File: src/rtl/int_fp_acc.sv
// int_fp_acc: sums groups of int16 or FP16 products; fp uses an exact fixed-point register.
// Define ACC_RNE_EN for round-to-nearest-even FP16 conversion; default truncates.
module int_fp_acc #(
    parameter int ACC_W   = 52,
    parameter int MAX_LEN = 256
) (
    input  logic        clk,
    input  logic        rst,
    input  logic        in_valid,
    output logic        in_ready,
    input  logic        in_mode,
    input  logic [15:0] in_prod,
    input  logic        in_last,
    output logic        out_valid,
    input  logic        out_ready,
    output logic [31:0] out_data,
    output logic        out_ovf
);
    localparam int CW = $clog2(MAX_LEN + 1);

    typedef enum logic [2:0] {ACC, SAT, CV1, CV2, OUT} state_t;

    state_t           state_q;
    logic [ACC_W-1:0] acc_q;
    logic [ACC_W-1:0] mag_q;
    logic [CW-1:0]    cnt_q;
    logic             mode_q;
    logic             spec_q;
    logic             sign_q;
    logic             out_valid_q;
    logic             out_ovf_q;
    logic [31:0]      out_data_q;

    logic             beat;
    logic             mode_d;
    logic             close;
    logic             spec_hit;
    logic             fits;
    logic [ACC_W-1:0] addend_d;
    logic [ACC_W-1:0] fmag;
    logic [ACC_W-1:0] norm;
    logic [10:0]      mr;
    logic [15:0]      fp_d;
    logic             fovf_d;
    int               p;
    int               e;

    assign in_ready  = (state_q == ACC);
    assign out_valid = out_valid_q;
    assign out_data  = out_data_q;
    assign out_ovf   = out_ovf_q;

    assign beat   = in_valid && in_ready;
    assign mode_d = (cnt_q == '0) ? in_mode : mode_q;
    assign close  = in_last || (cnt_q == CW'(MAX_LEN - 1));
    assign fits   = (&acc_q[ACC_W-1:31]) | ~(|acc_q[ACC_W-1:31]);

    // FP16 beats land at a fixed binary point: LSB weight 2^-24.
    always_comb begin
        addend_d = '0;
        spec_hit = 1'b0;
        fmag = {{(ACC_W-11){1'b0}}, 1'b1, in_prod[9:0]}
               << (in_prod[14:10] - 5'd1);
        if (!mode_d) begin
            addend_d = {{(ACC_W-16){in_prod[15]}}, in_prod};
        end else if (in_prod[14:10] == 5'd31) begin
            spec_hit = 1'b1;
        end else if (in_prod[14:10] != 5'd0) begin
            addend_d = in_prod[15] ? -fmag : fmag;
        end
    end

    always_comb begin
        p = 0;
        for (int i = 0; i < ACC_W; i++) begin
            if (mag_q[i]) p = i;
        end
        norm = mag_q << (ACC_W - 1 - p);
        e = p - 9;
        mr = {1'b0, norm[ACC_W-2 -: 10]};
`ifdef ACC_RNE_EN
        if (norm[ACC_W-12] &&
            (norm[ACC_W-11] || (|norm[ACC_W-13:0]))) begin
            mr = mr + 11'd1;
        end
        if (mr[10]) e = e + 1;
`endif
        fp_d = 16'h0000;
        fovf_d = 1'b0;
        if (spec_q) begin
            fp_d = 16'h7E00;
            fovf_d = 1'b1;
        end else if (mag_q == '0 || e < 1) begin
            fp_d = 16'h0000;
        end else if (e >= 31) begin
            fp_d = {sign_q, 15'h7C00};
            fovf_d = 1'b1;
        end else begin
            fp_d = {sign_q, e[4:0], mr[9:0]};
        end
    end

    always_ff @(posedge clk or posedge rst) begin
        if (rst) begin
            state_q     <= ACC;
            acc_q       <= '0;
            mag_q       <= '0;
            cnt_q       <= '0;
            mode_q      <= 1'b0;
            spec_q      <= 1'b0;
            sign_q      <= 1'b0;
            out_valid_q <= 1'b0;
            out_ovf_q   <= 1'b0;
            out_data_q  <= '0;
        end else begin
            unique case (state_q)
                ACC: begin
                    if (beat) begin
                        acc_q  <= acc_q + addend_d;
                        spec_q <= spec_q | spec_hit;
                        mode_q <= mode_d;
                        if (close) begin
                            cnt_q   <= '0;
                            state_q <= mode_d ? CV1 : SAT;
                        end else begin
                            cnt_q <= cnt_q + 1'b1;
                        end
                    end
                end
                SAT: begin
                    out_valid_q <= 1'b1;
                    state_q     <= OUT;
                    if (fits) begin
                        out_data_q <= acc_q[31:0];
                        out_ovf_q  <= 1'b0;
                    end else begin
                        out_data_q <= acc_q[ACC_W-1] ? 32'h8000_0000
                                                     : 32'h7FFF_FFFF;
                        out_ovf_q  <= 1'b1;
                    end
                end
                CV1: begin
                    sign_q  <= acc_q[ACC_W-1];
                    mag_q   <= acc_q[ACC_W-1] ? -acc_q : acc_q;
                    state_q <= CV2;
                end
                CV2: begin
                    out_data_q  <= {16'h0000, fp_d};
                    out_ovf_q   <= fovf_d;
                    out_valid_q <= 1'b1;
                    state_q     <= OUT;
                end
                OUT: begin
                    if (out_ready) begin
                        out_valid_q <= 1'b0;
                        acc_q       <= '0;
                        cnt_q       <= '0;
                        spec_q      <= 1'b0;
                        state_q     <= ACC;
                    end
                end
                default: state_q <= ACC;
            endcase
        end
    end
endmodule
File: config.mk
export PLATFORM = sky130hd
export DESIGN_NAME = int_fp_acc
export DESIGN_NICKNAME = d
export VERILOG_FILES = /design/src/rtl/int_fp_acc.sv
export SDC_FILE = /design/constraint.sdc
export NUM_CORES = 1
export LEC_CHECK = 0
export ABC_AREA = 1
export ABC_CLOCK_PERIOD_IN_PS = 5330
export BUFFER_PORTS_ARGS = -buffer_cell sky130_fd_sc_hd__buf_2
export CAP_MARGIN = 0
export CORE_ASPECT_RATIO = 0.7
export CORE_MARGIN = 1.5
export CORE_UTILIZATION = 50
export DETAILED_ROUTE_END_ITERATION = 6
export PLACE_DENSITY = 0.75
export SETUP_SLACK_MARGIN = 0.3
export SYNTH_ARGS = -nofsm -noshare
export SYNTH_HDL_FRONTEND = slang
export SYNTH_SLANG_ARGS = --single-unit
export TNS_END_PERCENT = 10
File: constraint.sdc
create_clock -name clk -period 5.33 [get_ports clk]
set_input_delay 0 -clock clk [delete_from_list [all_inputs] [get_ports clk]]
set_output_delay 0 -clock clk [all_outputs]
set_load 0.01 [all_outputs]
==> metrics, run 1 <==
Most common cell on crit path=nand2_1; worst setup slack after layout=-0.6344 ns; Fin Setup TNS=-9.036 ns; Post-Place Cells=3,203; Area Growth Syn to Fin=31.42%; Post-synth EDFFs=0; met3 usage=0.06195; placed inst area=18,100 um2; Root Buffer=clkbuf_16; num rows=53; Post-synth top flop=dfrtp_1; worst hold path cell count=6; Post-Synthesis Cells=2,559; largest net degree at the start of global routing=92; arrival time at the worst endpoint=6.33 ns; Worst setup EP type=flip-flop; Via Count=18,940; Crit path required time=5.69 ns; fill cell count=2,655; latest clock arrival within the worst-skew pair=0.45 ns; die area=31,990 um2; Die Y=150.1 um; final non-filler cell total=3,363; Die X=213.2 um; initial core utilization=0.5112; first-pass GRT wire length=90.81 mm; CTS Buffer Depth=2; final slew viol count=0; GP Congestion=0.9464; Post-Synth Adder-Cell Area=0.05634; Largest stage delay, worst path=0.39 ns; post-synthesis simple-gate area fraction=0.3732; htree depth=4; Fin. Hold Viols=0; critical path depth=47; initial antenna violation count=0; Max Fclk=167.7 MHz; Slew HR=0.2377; final instance area=20,310 um2; CP startpoint kind=flip-flop; Port Buffers=56; area fraction in compound gates after synthesis=0.1663; met1 usage=0.5066; register bit total from synthesis=153; Syn Nets=2,650; syn_area_per_cell=6.040 um2; Final Net Count=3,029; Slew @ Worst Pin=1.142 ns; status=complete, but fails checks; HP Class=primary input to flip-flop; r2r setup slk=-0.63 ns; Antenna Nets Post-Route=0; max-cap viol count=0; synthesized area=15,460 um2; sequential-to-total area share from yosys stat=0.2477; layout cell share with drive strength beyond 1=0.2233; gr busiest metal=met2; Routed wire per std cell=17.29 um; Final Cycle Share=1.119; DP HPWL=41.50 mm; Core Area=30,240 um2; RSZ-0062 raised after global routing=true; clock skew=0.01154 ns; Post-synth ARST share=1.000; endpoints failing setup=23; mux share of post-synthesis cell area=0.002590; crit-path leading delay family=compound AO/OA/AOI/OAI gates; largest family of logic cells by synthesized area=simple AND/OR/NAND/NOR gates; number of global-route vias before repair=17,720; clock sinks=153; Post-Synth XOR/XNOR Area=0.04646; GR Util met2=0.5624; Num CTS Buffers=17; detailed-router iteration count before antenna repair=6; synth warn=0; slowest CP cell=dfrtp_1; cells on worst reg2reg path=47; Iter 0 DRT Violations=2,222; GRT overflow=0; Netlist cell types=54; Via density=5.630; Crit Path Max Fanout=4; violated checks=setup timing; Clock transition at path regs=0.07 ns; CTS tree=done; Tot GR Track Use=0.3613; Antenna Cells=0; Post-Place Setup Slack=-1.189 ns; Final Critical Period=5.964 ns; worst path bufs/invs=9; routed wire length=58.13 mm; DRC Markers=0; CP Class=flip-flop to flip-flop; number of I/O pins=57
worst paths after layout:
check | end | start
worst max register to register | acc_q[48]$_DFFE_PP0P_ | cnt_q[3]$_DFFE_PP0P_
worst max-delay path | acc_q[48]$_DFFE_PP0P_ | cnt_q[3]$_DFFE_PP0P_
worst min register to register | out_valid$_DFFE_PP0P_ | out_valid$_DFFE_PP0P_
min in group asynchronous | mag_q[41]$_DFFE_PP0P_ | rst
worst min-delay path | spec_q$_DFFE_PP0P_ | in_prod[14]
max in group asynchronous | mag_q[27]$_DFFE_PP0P_ | rst
worst reg2reg max path, delay by kind of cell, from the launching register on:
kind            cells  cell delay (ns)
compound gates     19             2.72
fa+ha+maj           1             0.20
simple gates       18             1.86
flops               1             0.39
buf+inv             9             0.68
per-stage QoR:
stage,util,hold WS [ns]
6_report,0.6718,0.1610
5_1_grt,0.6718,0.1872
4_1_cts,0.6530,0.1434
3_5_place_dp,0.5987,0.2042
3_3_place_gp,0.5987,0.1967
2_1_floorplan,-,0.1090
sequential cells by signal, indices dropped and copies added, names as in the netlist:
name	cells
mag_q	52
sign_q	1
out_data	32
acc_q	52
spec_q	1
out_valid	1
out_ovf	1
mode_q	1
state_q	3
cnt_q	9
what timing repair did:
item / 4_1_cts / 5_1_grt
endpoints found under the hold margin: 86 / 0
setup endpoints to repair: 34 / 51
hold buffers: 4 / 0
setup buffers: 92 / 32
gates resized for setup: 71 / 97
pin swaps: 51 / 56
cell usage in the layout, fill, tap and decap left out, drive strengths merged, types with 9 or more instances in the layout:
cell type / n
a21o: 10
a21oi: 111
a31oi: 9
buf: 467
clkbuf: 19
dfrtp: 153
ha: 68
inv: 324
nand2: 654
nand3: 285
nand4: 28
nor2: 307
nor3: 49
nor4: 14
o211ai: 11
o21ai: 237
o22ai: 35
o31ai: 16
xor2: 75
layout make-up:
type	count	area (um2)	area share
Tap cell	412	515.5	0.02538
Inverter	326	1255	0.06178
Sequential cell	153	3829	0.1885
Clock buffer	19	452.9	0.02230
Multi-Input combinational cell	1969	10580	0.5209
Timing Repair Buffer	471	3467	0.1707
Clock inverter	13	214.0	0.01053
kinds of logic after synthesis:
| group | Yosys count |
|---|---|
| xor+xnor | 82 |
| mux | 4 |
| fa+ha+maj | 69 |
| buf+inv | 437 |
| compound gates | 459 |
| flops | 153 |
| simple gates | 1355 |
cells in the mapped netlist (5+ instances only):
| cell | number | area [um2] |
|---|---|---|
| nor2_1 | 305 | 1145 |
| xor2_1 | 75 | 656.9 |
| o32ai_1 | 5 | 43.79 |
| xnor2_1 | 7 | 61.31 |
| ha_1 | 68 | 850.8 |
| or2_2 | 5 | 31.28 |
| dfrtp_1 | 153 | 3829 |
| inv_1 | 311 | 1167 |
| a21oi_1 | 111 | 555.5 |
| a21o_1 | 10 | 75.07 |
| o211ai_1 | 11 | 82.58 |
| inv_2 | 11 | 41.29 |
| nand3_1 | 284 | 1421 |
| a31oi_1 | 9 | 56.30 |
| nand3b_1 | 7 | 52.55 |
| buf_1 | 24 | 90.09 |
| clkbuf_1 | 80 | 300.3 |
| nor4_1 | 14 | 87.58 |
| o21ai_0 | 216 | 1081 |
| nor3_2 | 9 | 90.09 |
| nand4_1 | 27 | 168.9 |
| nand2_1 | 651 | 2444 |
| nor3_1 | 38 | 190.2 |
| o31ai_1 | 16 | 120.1 |
| o21bai_1 | 8 | 60.06 |
| o22ai_1 | 35 | 219.0 |
| o21ai_1 | 16 | 80.08 |
routing by layer:
layer | part of all wire | vias to the layer above
met5 | 0 | -
met4 | 0.030 | 0
met3 | 0.087 | 148
met2 | 0.44 | 892
met1 | 0.44 | 8731
li1 | - | 9164
Power of run 1 is not shown: default switching activity piles up to over one toggle a cycle in this logic, so the estimate is an artifact.
==> inputs of run 2 (changes only) <==
==> constraint.sdc (replaced) <==
create_clock -name clk -period 5.33 [get_ports clk]
set_input_delay 0.533 -clock clk [delete_from_list [all_inputs] [get_ports clk]]
set_output_delay 0.533 -clock clk [all_outputs]
set_load 0.01 [all_outputs]
==> run 2 against run 1 <==
Against the previous run:
- the flow still finishes with violations (setup timing)
- critical path depth is 13 higher
- sequential share of layout area up 0.33 points
- non-clock buffer count is 14 lower
- first-iteration DRC count increased by 10%
- global-route usage shrank 1.1 points
==> metrics, run 2 (synthesis gave the netlist of run 1 again) <==
Final Net Count=3,015; Slew HR=0.2711; GRT overflow=0; layout cell share with drive strength beyond 1=0.2138; Die Y=150.1 um; final non-filler cell total=3,349; Fin. Hold Viols=0; slowest CP cell=ha_1; initial core utilization=0.5112; CP Class=primary input to flip-flop; Final Cycle Share=1.252; Antenna Nets Post-Route=0; CTS Buffer Depth=2; Clock transition at path regs=0.06 ns; number of global-route vias before repair=17,410; Root Buffer=clkbuf_16; GR Util met2=0.5300; detailed-router iteration count before antenna repair=6; worst setup slack after layout=-1.341 ns; max-cap viol count=0; Area Growth Syn to Fin=29.16%; arrival time at the worst endpoint=7.04 ns; gr busiest metal=met2; Worst setup EP type=flip-flop; most frequent cells in the layout=nand2_1 (640), buf_4 (395), inv_1 (294); Core Area=30,240 um2; htree depth=4; Max Fclk=149.9 MHz; first-pass GRT wire length=88.87 mm; Largest stage delay, worst path=0.30 ns; crit path launch=in_prod[11]; Crit Path Max Fanout=6; initial antenna violation count=0; most common cell after layout, fill and taps aside=nand2_1; status=complete, but fails checks; DP HPWL=40.75 mm; final slew viol count=0; violated checks=setup timing; clock skew=0.01155 ns; Iter 0 DRT Violations=2,454; Via density=5.728; met3 usage=0.07030; Final Critical Period=6.671 ns; HP Class=primary input to asynchronous set/reset pin; number of I/O pins=57; CP startpoint kind=primary input; Crit path required time=5.70 ns; Routed wire per std cell=16.88 um; Port Buffers=56; num rows=53; met1 usage=0.5012; Num CTS Buffers=17; Final Core Density=0.6603; latest clock arrival within the worst-skew pair=0.46 ns; Tot GR Track Use=0.3500; largest net degree at the start of global routing=108; GP Congestion=1.014; CTS tree=done; Post-Place Cells=3,216; Fin Setup TNS=-24.32 ns; Antenna Cells=0; DRC Markers=0; routed wire length=56.53 mm; Slew @ Worst Pin=1.092 ns; endpoints failing setup=28; clock sinks=153; beginning of the worst register-to-register path=cnt_q[3]$_DFFE_PP0P_; die area=31,990 um2; RSZ-0062 raised after global routing=true; Via Count=19,180; Die X=213.2 um
==> run 2: final cells by class <==
cell class / instances / area, um2
timing repair buffer: 457 / 3356
fill: 2666 / 10270
clock buffer: 17 / 425.4
inverter: 326 / 1256
sequential: 153 / 3829
clock inverter: 15 / 130.1
multi-input combinational: 1969 / 10450
tap: 412 / 515.5
==> run 2: path summary, 6_finish.rpt <==
kind | end | slack [ns] | cells after the start
max | acc_q[48]$_DFFE_PP0P_ | -1.34 | 60
max reg2reg | acc_q[3]$_DFFE_PP0P_ | -0.88 | 44
min reg2reg | out_valid$_DFFE_PP0P_ | 0.48 | 2
min in group clk | state_q[2]$_DFFE_PP0P_ | 0.32 | 2
max in group asynchronous | acc_q[6]$_DFFE_PP0P_ | 3.74 | 3
min | mag_q[40]$_DFFE_PP0P_ | 0.30 | 2
==> run 2: what timing repair did <==
item	4_1_cts	5_1_grt
hold buffers	0	0
pin swaps	61	41
setup buffers	79	22
setup endpoints to repair	39	52
resized for setup	67	75
==> run 2: metrics by stage <==
stage | cell area (um2) | worst slack (ns) | hold WS (ns)
floorplan | 15610 | -1.118 | 0.4427
global placement | 18200 | -1.494 | 0.4534
detailed placement | 18200 | -1.793 | 0.4604
CTS | 19580 | -0.9350 | 0.3174
global route | 19970 | -1.856 | 0.3246
finish | 19970 | -1.341 | 0.2983
==> run 2: metal layers <==
layer  wire length, um  up-vias
li1                  -     9128
met3              5952      142
met4              1404        0
met1             24600     8837
met2             24580     1075
met5                 0        -
==> run 2: worst max-delay path: cells and delay by family <==
kind | cells | cell delay [ns]
AOI/OAI and AO/OA | 18 | 2.18
adders and majority gates | 2 | 0.53
buffers and inverters | 17 | 1.42
and+or+nand+nor | 23 | 2.35
Power of run 2 is left out for the same reason.
